### src/rtl/i2cm_arb.sv
// Shares one lsc_i2cm master between the boot config sequencer (port 0) and runtime register client (port 1).
// Optional watchdog abort is compiled in with `define I2CM_ARB_TIMEOUT_EN.
module i2cm_arb #(
    parameter int          FIXED_PRIO = 0,
    parameter logic [15:0] TO_CYCLES  = 16'd60000
) (
    input  logic       clk,
    input  logic       resetn,
    input  logic       req0,
    input  logic       req1,
    input  logic       rw0,
    input  logic       rw1,
    input  logic [6:0] dev0,
    input  logic [6:0] dev1,
    input  logic [7:0] ofs0,
    input  logic [7:0] ofs1,
    input  logic [7:0] wd0,
    input  logic [7:0] wd1,
    output logic       ack0,
    output logic       ack1,
    output logic       done0,
    output logic       done1,
    output logic       err,
    output logic [7:0] rd_data,
    output logic       busy,
    output logic       m_run,
    output logic       m_rw,
    output logic [6:0] m_dev,
    output logic [7:0] m_ofs,
    output logic [7:0] m_wd,
    input  logic       m_running,
    input  logic       m_done,
    input  logic [7:0] m_rd_data
);
    typedef enum logic [2:0] {IDLE, START, ARM, BUSY, FIN} state_t;

    state_t     state_q, state_d;
    logic       owner_q, owner_d, last_q, last_d;
    logic       ack0_q, ack0_d, ack1_q, ack1_d;
    logic       done0_q, done0_d, done1_q, done1_d;
    logic       busy_q, busy_d, m_run_q, m_run_d;
    logic       m_rw_q, m_rw_d;
    logic [6:0] m_dev_q, m_dev_d;
    logic [7:0] m_ofs_q, m_ofs_d, m_wd_q, m_wd_d, rd_data_q, rd_data_d;
    logic       win, hold_off;

`ifdef I2CM_ARB_TIMEOUT_EN
    logic        err_q, err_d;
    logic [15:0] cnt_q, cnt_d;
    // An aborted master keeps running on its own; no new grant until it stops.
    assign hold_off = m_running;
    assign err      = err_q;
`else
    logic unused_to;
    assign unused_to = ^TO_CYCLES;
    assign hold_off  = 1'b0;
    assign err       = 1'b0;
`endif

    // last_q = 1 after reset, so port 0 wins the first round-robin tie.
    assign win = (req0 && req1) ? ((FIXED_PRIO != 0) ? 1'b0 : ~last_q) : ~req0;

    always_comb begin
        state_d   = state_q;
        owner_d   = owner_q;
        last_d    = last_q;
        ack0_d    = 1'b0;
        ack1_d    = 1'b0;
        done0_d   = 1'b0;
        done1_d   = 1'b0;
        m_run_d   = 1'b0;
        m_rw_d    = m_rw_q;
        m_dev_d   = m_dev_q;
        m_ofs_d   = m_ofs_q;
        m_wd_d    = m_wd_q;
        rd_data_d = rd_data_q;
`ifdef I2CM_ARB_TIMEOUT_EN
        err_d     = 1'b0;
        cnt_d     = cnt_q;
`endif
        case (state_q)
            IDLE: if ((req0 || req1) && !hold_off) begin
                state_d = START;
                owner_d = win;
                ack0_d  = ~win;
                ack1_d  = win;
                m_run_d = 1'b1;
                m_rw_d  = win ? rw1  : rw0;
                m_dev_d = win ? dev1 : dev0;
                m_ofs_d = win ? ofs1 : ofs0;
                m_wd_d  = win ? wd1  : wd0;
            end
            START: begin
                state_d = ARM;
`ifdef I2CM_ARB_TIMEOUT_EN
                cnt_d   = 16'd0;
`endif
            end
            // A very fast master may finish before running is ever seen.
            ARM, BUSY: if (m_done) begin
                state_d = FIN;
                done0_d = ~owner_q;
                done1_d = owner_q;
                if (m_rw_q) rd_data_d = m_rd_data;
            end
`ifdef I2CM_ARB_TIMEOUT_EN
            else if (cnt_q == TO_CYCLES - 16'd1) begin
                state_d = FIN;
                done0_d = ~owner_q;
                done1_d = owner_q;
                err_d   = 1'b1;
            end
`endif
            else begin
                if (state_q == ARM && m_running) state_d = BUSY;
`ifdef I2CM_ARB_TIMEOUT_EN
                cnt_d = cnt_q + 16'd1;
`endif
            end
            FIN: begin
                state_d = IDLE;
                last_d  = owner_q;
            end
            default: state_d = IDLE;
        endcase
        busy_d = (state_d != IDLE);
    end

    always_ff @(posedge clk or negedge resetn) begin
        if (!resetn) begin
            state_q   <= IDLE;
            owner_q   <= 1'b0;
            last_q    <= 1'b1;
            ack0_q    <= 1'b0;
            ack1_q    <= 1'b0;
            done0_q   <= 1'b0;
            done1_q   <= 1'b0;
            busy_q    <= 1'b0;
            m_run_q   <= 1'b0;
            m_rw_q    <= 1'b0;
            m_dev_q   <= 7'd0;
            m_ofs_q   <= 8'd0;
            m_wd_q    <= 8'd0;
            rd_data_q <= 8'd0;
`ifdef I2CM_ARB_TIMEOUT_EN
            err_q     <= 1'b0;
            cnt_q     <= 16'd0;
`endif
        end else begin
            state_q   <= state_d;
            owner_q   <= owner_d;
            last_q    <= last_d;
            ack0_q    <= ack0_d;
            ack1_q    <= ack1_d;
            done0_q   <= done0_d;
            done1_q   <= done1_d;
            busy_q    <= busy_d;
            m_run_q   <= m_run_d;
            m_rw_q    <= m_rw_d;
            m_dev_q   <= m_dev_d;
            m_ofs_q   <= m_ofs_d;
            m_wd_q    <= m_wd_d;
            rd_data_q <= rd_data_d;
`ifdef I2CM_ARB_TIMEOUT_EN
            err_q     <= err_d;
            cnt_q     <= cnt_d;
`endif
        end
    end

    assign ack0    = ack0_q;
    assign ack1    = ack1_q;
    assign done0   = done0_q;
    assign done1   = done1_q;
    assign busy    = busy_q;
    assign m_run   = m_run_q;
    assign m_rw    = m_rw_q;
    assign m_dev   = m_dev_q;
    assign m_ofs   = m_ofs_q;
    assign m_wd    = m_wd_q;
    assign rd_data = rd_data_q;
endmodule

### config.mk
export PLATFORM = sky130hd
export DESIGN_NAME = i2cm_arb
export DESIGN_NICKNAME = d
export VERILOG_FILES = /design/src/rtl/i2cm_arb.sv
export SDC_FILE = /design/constraint.sdc
export NUM_CORES = 1
export LEC_CHECK = 0
export BUFFER_PORTS_ARGS = -buffer_cell sky130_fd_sc_hd__buf_4
export CORE_ASPECT_RATIO = 1.4
export CORE_MARGIN = 2
export CORE_UTILIZATION = 44
export DETAILED_ROUTE_END_ITERATION = 8
export MAX_ROUTING_LAYER = met4
export PLACE_DENSITY = 0.79
export SLEW_MARGIN = 0
export SYNTH_ARGS = -nofsm -noshare
export SYNTH_HDL_FRONTEND = slang
export SYNTH_SLANG_ARGS = --single-unit
export TNS_END_PERCENT = 1
### constraint.sdc
create_clock -name clk -period 1.7 [get_ports clk]
set_input_delay 0.17 -clock clk [delete_from_list [all_inputs] [get_ports clk]]
set_output_delay 0.17 -clock clk [all_outputs]
set_load 0.005 [all_outputs]
==> results of run 1 <==
layout make-up:
type	instances	area share (%)
clock inverter	3	2.45
inverter	2	0.272
timing repair buffer	107	29.2
sequential	43	39.1
multi-input combinational	78	24.5
tap	43	1.95
clock buffer	5	2.50
cells in the final DEF (no fill, tap or decap), types with 2 or more instances in the layout:
| master | n |
|---|---|
| mux2_2 | 9 |
| inv_1 | 2 |
| buf_4 | 106 |
| o221a_1 | 4 |
| clkbuf_8 | 5 |
| nor2_1 | 3 |
| nand3_1 | 2 |
| o221a_2 | 20 |
| nand2_1 | 2 |
| o21bai_1 | 24 |
| bufinv_16 | 2 |
| dfrtp_1 | 42 |
registers in the layout, indices dropped and copies added, names as in the netlist:
register  cells
ack0          1
ack1          1
busy          1
done0         1
done1         1
last_q        1
m_dev         7
m_ofs         8
m_run         1
m_rw          1
m_wd          8
owner_q       1
rd_data       8
state_q       3
kinds of logic after synthesis:
logic type             Yosys count
AOI/OAI and AO/OA               52
other                            1
muxes                            9
DFF                             43
buffers and inverters           12
and+or+nand+nor                 16
repair_timing:
| action | in CTS | in global routing |
|---|---|---|
| hold buffers | 1 | 0 |
| endpoints found under the hold margin | 42 | 0 |
| endpoints found under the setup margin | 0 | 0 |
per-layer routing:
layer  up-vias  part of all wire, %
met1       723                   38
met3         4                  7.9
met5         -                    0
li1        714                    -
met4         0                 0.61
met2        78                   54
power by group through the flow:
stage | sequential (uW) | clock [uW] | combinational [uW]
after floorplan | 1790 | 0 | 1160
after global routing | 1840 | 1000 | 2270
after global placement | 1790 | 0 | 2060
after CTS | 1780 | 952 | 2120
after detailed placement | 1790 | 0 | 2120
final | 1780 | 933 | 2090
worst reg2reg max path, cell delays in order, from the launching register on:
cell      delay [ns]
dfrtp_1         0.43
or3_1           0.38
buf_4           0.21
o21bai_1        0.16
o221a_2         0.20
path summary, 6_finish.rpt:
| path | cells after the start | slack (ns) | startpoint | end |
|---|---|---|---|---|
| min in group asynchronous | 2 | 0.40 | resetn | m_wd[0] |
| worst min-delay path | 2 | 0.09 | m_done | state_q[1] |
| worst min register to register | 1 | 0.48 | owner_q | done0 |
| max in group asynchronous | 2 | 0.93 | resetn | last_q |
| worst max register to register | 4 | 0.25 | state_q[1] | m_ofs[7] |
| worst max-delay path | 4 | 0.25 | state_q[1] | m_ofs[7] |
metrics by stage:
stage / hold WS (ns) / total power (uW) / cell area [um2]
CTS: 0.0705 / 4850 / 2760
finish: 0.0852 / 4800 / 2760
global route: 0.0604 / 5110 / 2760
detailed placement: 0.195 / 3910 / 2610
global placement: 0.191 / 3850 / 2610
floorplan: -0.126 / 2950 / 1840
==> metrics.md, run 1 <==
| Metric | Value |
|---|---|
| Via count | `~1,500` |
| Io pins | `between 100 and 150` |
| Residual DRC count | `9` |
| Crit Path Max Fanout | `16` |
| Fin. max-slew vios | `0` |
| Worst Setup Start Kind | `flop` |
| Switching power | `approximately 1400 uW` |
| Synth Area in XOR/XNOR | `0%` |
| First-pass GRT wire length | `between 7000 and 8000 um` |
| Largest net degree at the start of global routing | `44` |
| FMAX | `between 0.6 and 0.7 GHz` |
| DIE WIDTH | `between 50 and 60 um` |
| Share of layout cells above drive strength 1 | `approximately 62%` |
| Syn_nets | `slightly below 200` |
| H-Tree Level Count | `2` |
| Largest cells by area after synthesis | `dfrtp_1 57%, o221a_2 12%, o21bai_1 9.8%` |
| Grt total ovfl | `0` |
| Rel. slew slack | `roughly 65%` |
| Root Driver | `clkbuf_8` |
| Syn_area_per_cell | `~14 um2` |
| Top Usage Layer GRT | `met2` |
| Pint | `3410 uW` |
| Routed Antenna Nets | `0` |
| Detailed Route WL | `4600 um` |
| Period minus WS final | `1.45 ns` |
| Core area | `around 4000 um2` |
| Area of the multi-input gates | `674 um2` |
| Final worst slack | `0.254 ns` |
| Crit. End Element | `flop` |
| Gpl congestion | `around 0.76` |
| Syn-to-layout area delta | `50.0%` |
| Worst-Skew Late Latency | `0.29 ns` |
| Yosys cell types | `29` |
| Max_cap viols | `0` |
| Starting density of the core | `between 40% and 50%` |
| Antenna violations before repair | `0` |
| Reg area | `approximately 1100 um2` |
| Mux share of post-synthesis cell area | `between 5 and 6%` |
| Crit-path cells | `or3_1 > buf_4 > o21bai_1 > o221a_2` |
| Setup bufs post-CTS | `0` |
| Ys flop type | `dfrtp_1` |
| Largest family of logic cells by synthesized area | `compound AO/OA/AOI/OAI gates` |
| DRT Pass-1 Iters | `7` |
| Final setup vio count | `0` |
| Post-synth ARST share | `between 90% and 100%` |
| GR Util met2 | `a little over a third` |
| I/O Buffers | `99` |
| CP Class | `flop to flop` |
| Worst Path Buf+Inv | `1` |
| Post-synthesis compound-gate area fraction | `a little over a quarter` |
| Syn Std Cell Area | `1840 um2` |
| Number of global-route vias before repair | `1,554` |
| Worst Hold Class | `primary input to flop` |
| Clock tree buffer depth | `2` |
| 1st-iter DRT viols | `65` |
| Seq/Total Area, Yosys | `58.7%` |
| CTS tree | `done` |
| Failing checks | `DRC` |
| Static leakage | `0.00132 uW` |
| Worst Max-Slew Pin Slew | `~0.53 ns` |
| Final Util | `between 60% and 70%` |
| Final hold vios | `0` |
| Switching part of the total | `29.1%` |
| Final HPWL from detailed placement | `~3500 um` |
| Share of total power in combinational logic | `43.5%` |
| Unrepaired setup endpoints after global routing | `no` |
| PostCTS Resize Cnt | `0` |
| Worst VDD drop | `between 900 and 1000 uV` |
| Nets@finish | `between 200 and 300` |
| Setup Skew | `slightly above 0.003 ns` |
| Fin Setup TNS | `0 ns` |
| Flop pwr share | `~37%` |
| Clock-pin slew on the worst setup and hold paths | `~0.080 ns` |
| Outcome | `finished, violations left` |
| Post-synthesis simple-gate area fraction | `~4.9%` |
| Adder-cell area share of the yosys netlist | `0%` |
| Clock power frac | `between 10% and 20%` |
| Seq cells post-synth | `43` |
| Die area | `4710 um2` |
| Total GRT Usage | `21.3%` |
| Critical Path RT | `a little under 2 ns` |
| CTS Buf Count | `5` |
| TritonCTS Sinks | `43` |
| Top post-synthesis cells by count | `42 x dfrtp_1, 24 x o21bai_1, 20 x o221a_2` |
| Antenna diodes | `0` |
| Count leader, synth | `dfrtp_1` |
| DIE HEIGHT | `80.4 um` |
| Wire per inst | `around 16 um` |
| Synth top area share | `roughly 57%` |
| Slowest CP cell | `dfrtp_1` |
| Cell Rows | `27` |
| Post-synth top area cell | `dfrtp_1` |
| Met1 Use GR | `about a quarter` |
| Via density | `5.41` |
| Placement Setup Slack | `0.274 ns` |
| CP peak stage delay | `approximately 0.43 ns` |
| EDFF count, synth | `0` |
| Mapped Cells | `about 130` |
| Finished Layout Cells | `approximately 280` |
| PD cells | `1740 nW/um2` |
| Top delay family on crit path | `flip-flops` |
| Layout fillers | `between 300 and 400` |
| Dpl cells | `approximately 270` |
| Warnings, synthesis | `0` |
| Worst Path Arrival | `around 1.7 ns` |
| Tcrit/Tclk final | `a little under nine tenths` |
| GR Util met3 | `about 5.2%` |
Note: power is estimated with default switching activity, not from simulation.
==> run 2, diff against run 1 <==
Settings changed: CORE_MARGIN 2 to 4.
==> run 2 against run 1 <==
Effect of this change:
- the run now ends clean
- clock-buffer cell count increased by 1
- critical endpoint is now m_rw
- clock power decreased by 12%
- sequential power about the same
==> metrics.md, run 2 (same netlist as run 1, synthesis figures left out) <==
| Metric | Value |
|---|---|
| Starting density of the core | `46.1% (unchanged)` |
| Final Util | `69.1% (about the same)` |
| Total Power | `4720 uW (-1.8%)` |
| CTS tree | `done` |
| First-pass GRT wire length | `7890 um (+9.3%)` |
| Crit. End Element | `flop` |
| Antenna diodes | `0 (unchanged)` |
| Worst Hold Class | `primary input to flop` |
| Detailed Route WL | `4880 um (+6.1%)` |
| Layout fillers | `318 (+3.6%)` |
| Worst VDD drop | `857 uV (-11%)` |
| Die area | `5290 um2 (+12%)` |
| Fin Hold WS | `0.0767 ns (-0.00846 ns)` |
| Io pins | `101 (unchanged)` |
| Top delay family on crit path | `flip-flops` |
| PostCTS Resize Cnt | `0 (unchanged)` |
| Setup bufs post-CTS | `0 (unchanged)` |
| Clock-pin slew on the worst setup and hold paths | `0.08 ns (about the same)` |
| Residual DRC count | `0 (-9)` |
| Via density | `5.28 (-2.4%)` |
| Core area | `3990 um2 (unchanged)` |
| Crit Path Max Fanout | `10 (-6)` |
| Critical Path RT | `1.94 ns (about the same)` |
| Max_cap viols | `0 (unchanged)` |
| Final HPWL from detailed placement | `3710 um (+7.6%)` |
| Root Driver | `clkbuf_8` |
| Final setup vio count | `0 (unchanged)` |
| Total GRT Usage | `19.7% (-1.5 points)` |
| Worst Path Buf+Inv | `1 (unchanged)` |
| Routed Antenna Nets | `0 (unchanged)` |
| Rel. slew slack | `64.9% (about the same)` |
| Worst Path Arrival | `1.70 ns (+0.02 ns)` |
| Nets@finish | `300 (+0.33%)` |
| Unrepaired setup endpoints after global routing | `no` |
| Worst Max-Slew Pin Slew | `0.526 ns (+0.000776 ns)` |
| Fin. max-slew vios | `0 (unchanged)` |
| Fin Setup TNS | `0 ns (unchanged)` |
| Share of layout cells above drive strength 1 | `62.3% (+0.16 points)` |
| DIE WIDTH | `62.6 um (+6.8%)` |
| Static leakage | `0.00132 uW (+0.57%)` |
| Grt total ovfl | `0 (unchanged)` |
| Syn-to-layout area delta | `50.1% (about the same)` |
| Outcome | `complete, no violations` |
| CP Class | `flop to flop` |
| FMAX | `0.684 GHz (-1.1%)` |
| DIE HEIGHT | `84.4 um (+5.0%)` |
| Worst-Skew Late Latency | `0.29 ns (about the same)` |
| Worst Setup Start Kind | `flop` |
| Period minus WS final | `1.46 ns (+0.0168 ns)` |
| DRT Pass-1 Iters | `4 (-3)` |
| Clock tree buffer depth | `2 (unchanged)` |
| Number of global-route vias before repair | `1,588 (+2.2%)` |
| CP peak stage delay | `0.44 ns (about the same)` |
| Commonest non-fill, non-tap cells in the layout | `106 x buf_4, 42 x dfrtp_1, 24 x o21bai_1` |
| Most common cell after layout, fill and taps aside | `buf_4` |
| CTS Buf Count | `5 (unchanged)` |
| PD cells | `1710 nW/um2 (-1.8%)` |
| Final hold vios | `0 (unchanged)` |
| Via count | `1,488 (-2.0%)` |
| Gpl congestion | `0.692 (-8.9%)` |
| Antenna violations before repair | `0 (unchanged)` |
| Wire per inst | `17.3 um (+5.8%)` |
| Tcrit/Tclk final | `86.1% (+0.99 points)` |
| 1st-iter DRT viols | `64 (-1.5%)` |
| H-Tree Level Count | `2 (unchanged)` |
| Setup Skew | `0.00685 ns (+0.00374 ns)` |
| TritonCTS Sinks | `43 (unchanged)` |
| Cell Rows | `27 (unchanged)` |
| Largest net degree at the start of global routing | `44 (unchanged)` |
| I/O Buffers | `99 (unchanged)` |
| Slowest CP cell | `dfrtp_1` |
| Crit-path cells | `or3_1 > buf_4 > o21bai_1 > o221a_2` |
run 2: worst reg2reg max path, stage by stage, from the launching register on:
cell	delay [ns]
dfrtp_1	0.44
or3_1	0.41
buf_4	0.19
o21bai_1	0.17
o221a_2	0.20
run 2: path summary, 6_finish.rpt:
path	from	end	slack (ns)	depth (start not counted)
min in group asynchronous	resetn	m_dev[1]	0.40	2
max reg2reg	state_q[1]	m_rw	0.24	4
max in group asynchronous	resetn	last_q	0.94	2
min reg2reg	owner_q	done0	0.47	1
max	state_q[1]	m_rw	0.24	4
min	m_done	state_q[1]	0.08	2
run 2: stage by stage:
stage | std cells | instance area, um2 | setup WS, ns
after global placement | 273 | 2630 | 0.299
after global routing | 282 | 2760 | 0.168
after floorplan | 133 | 1840 | 0.311
after detailed placement | 273 | 2630 | 0.254
final | 282 | 2760 | 0.237
after CTS | 282 | 2760 | 0.235
run 2: layer usage:
layer  vias to the layer above  GRT usage, %  share of wire, %
met5                         -             -                 0
met2                        63          33.7                52
li1                        719             -                 -
met4                         0          9.44               2.4
met1                       698          21.5                39
met3                         8          4.55               6.5
run 2: cell type report:
class / instances / area (um2) / area share (%)
inverters: 2 / 7.51 / 0.272
clock buffers: 6 / 82.6 / 3.00
multi-input cells: 78 / 674 / 24.5
repair buffers: 108 / 826 / 30.0
clock inverters: 2 / 35.0 / 1.27
flip-flops and latches: 43 / 1080 / 39.1
well taps: 43 / 53.8 / 1.95
run 2: timing repair:
item / in CTS / in global routing
hold buffers: 1 / 0
endpoints found under the hold margin: 42 / 0
endpoints found under the setup margin: 0 / 0
run 2: where the power goes:
part	total [uW]	switching (uW)	internal, uW
Sequential	1780	275	1510
Combinational	2120	771	1350
Clock	819	344	475
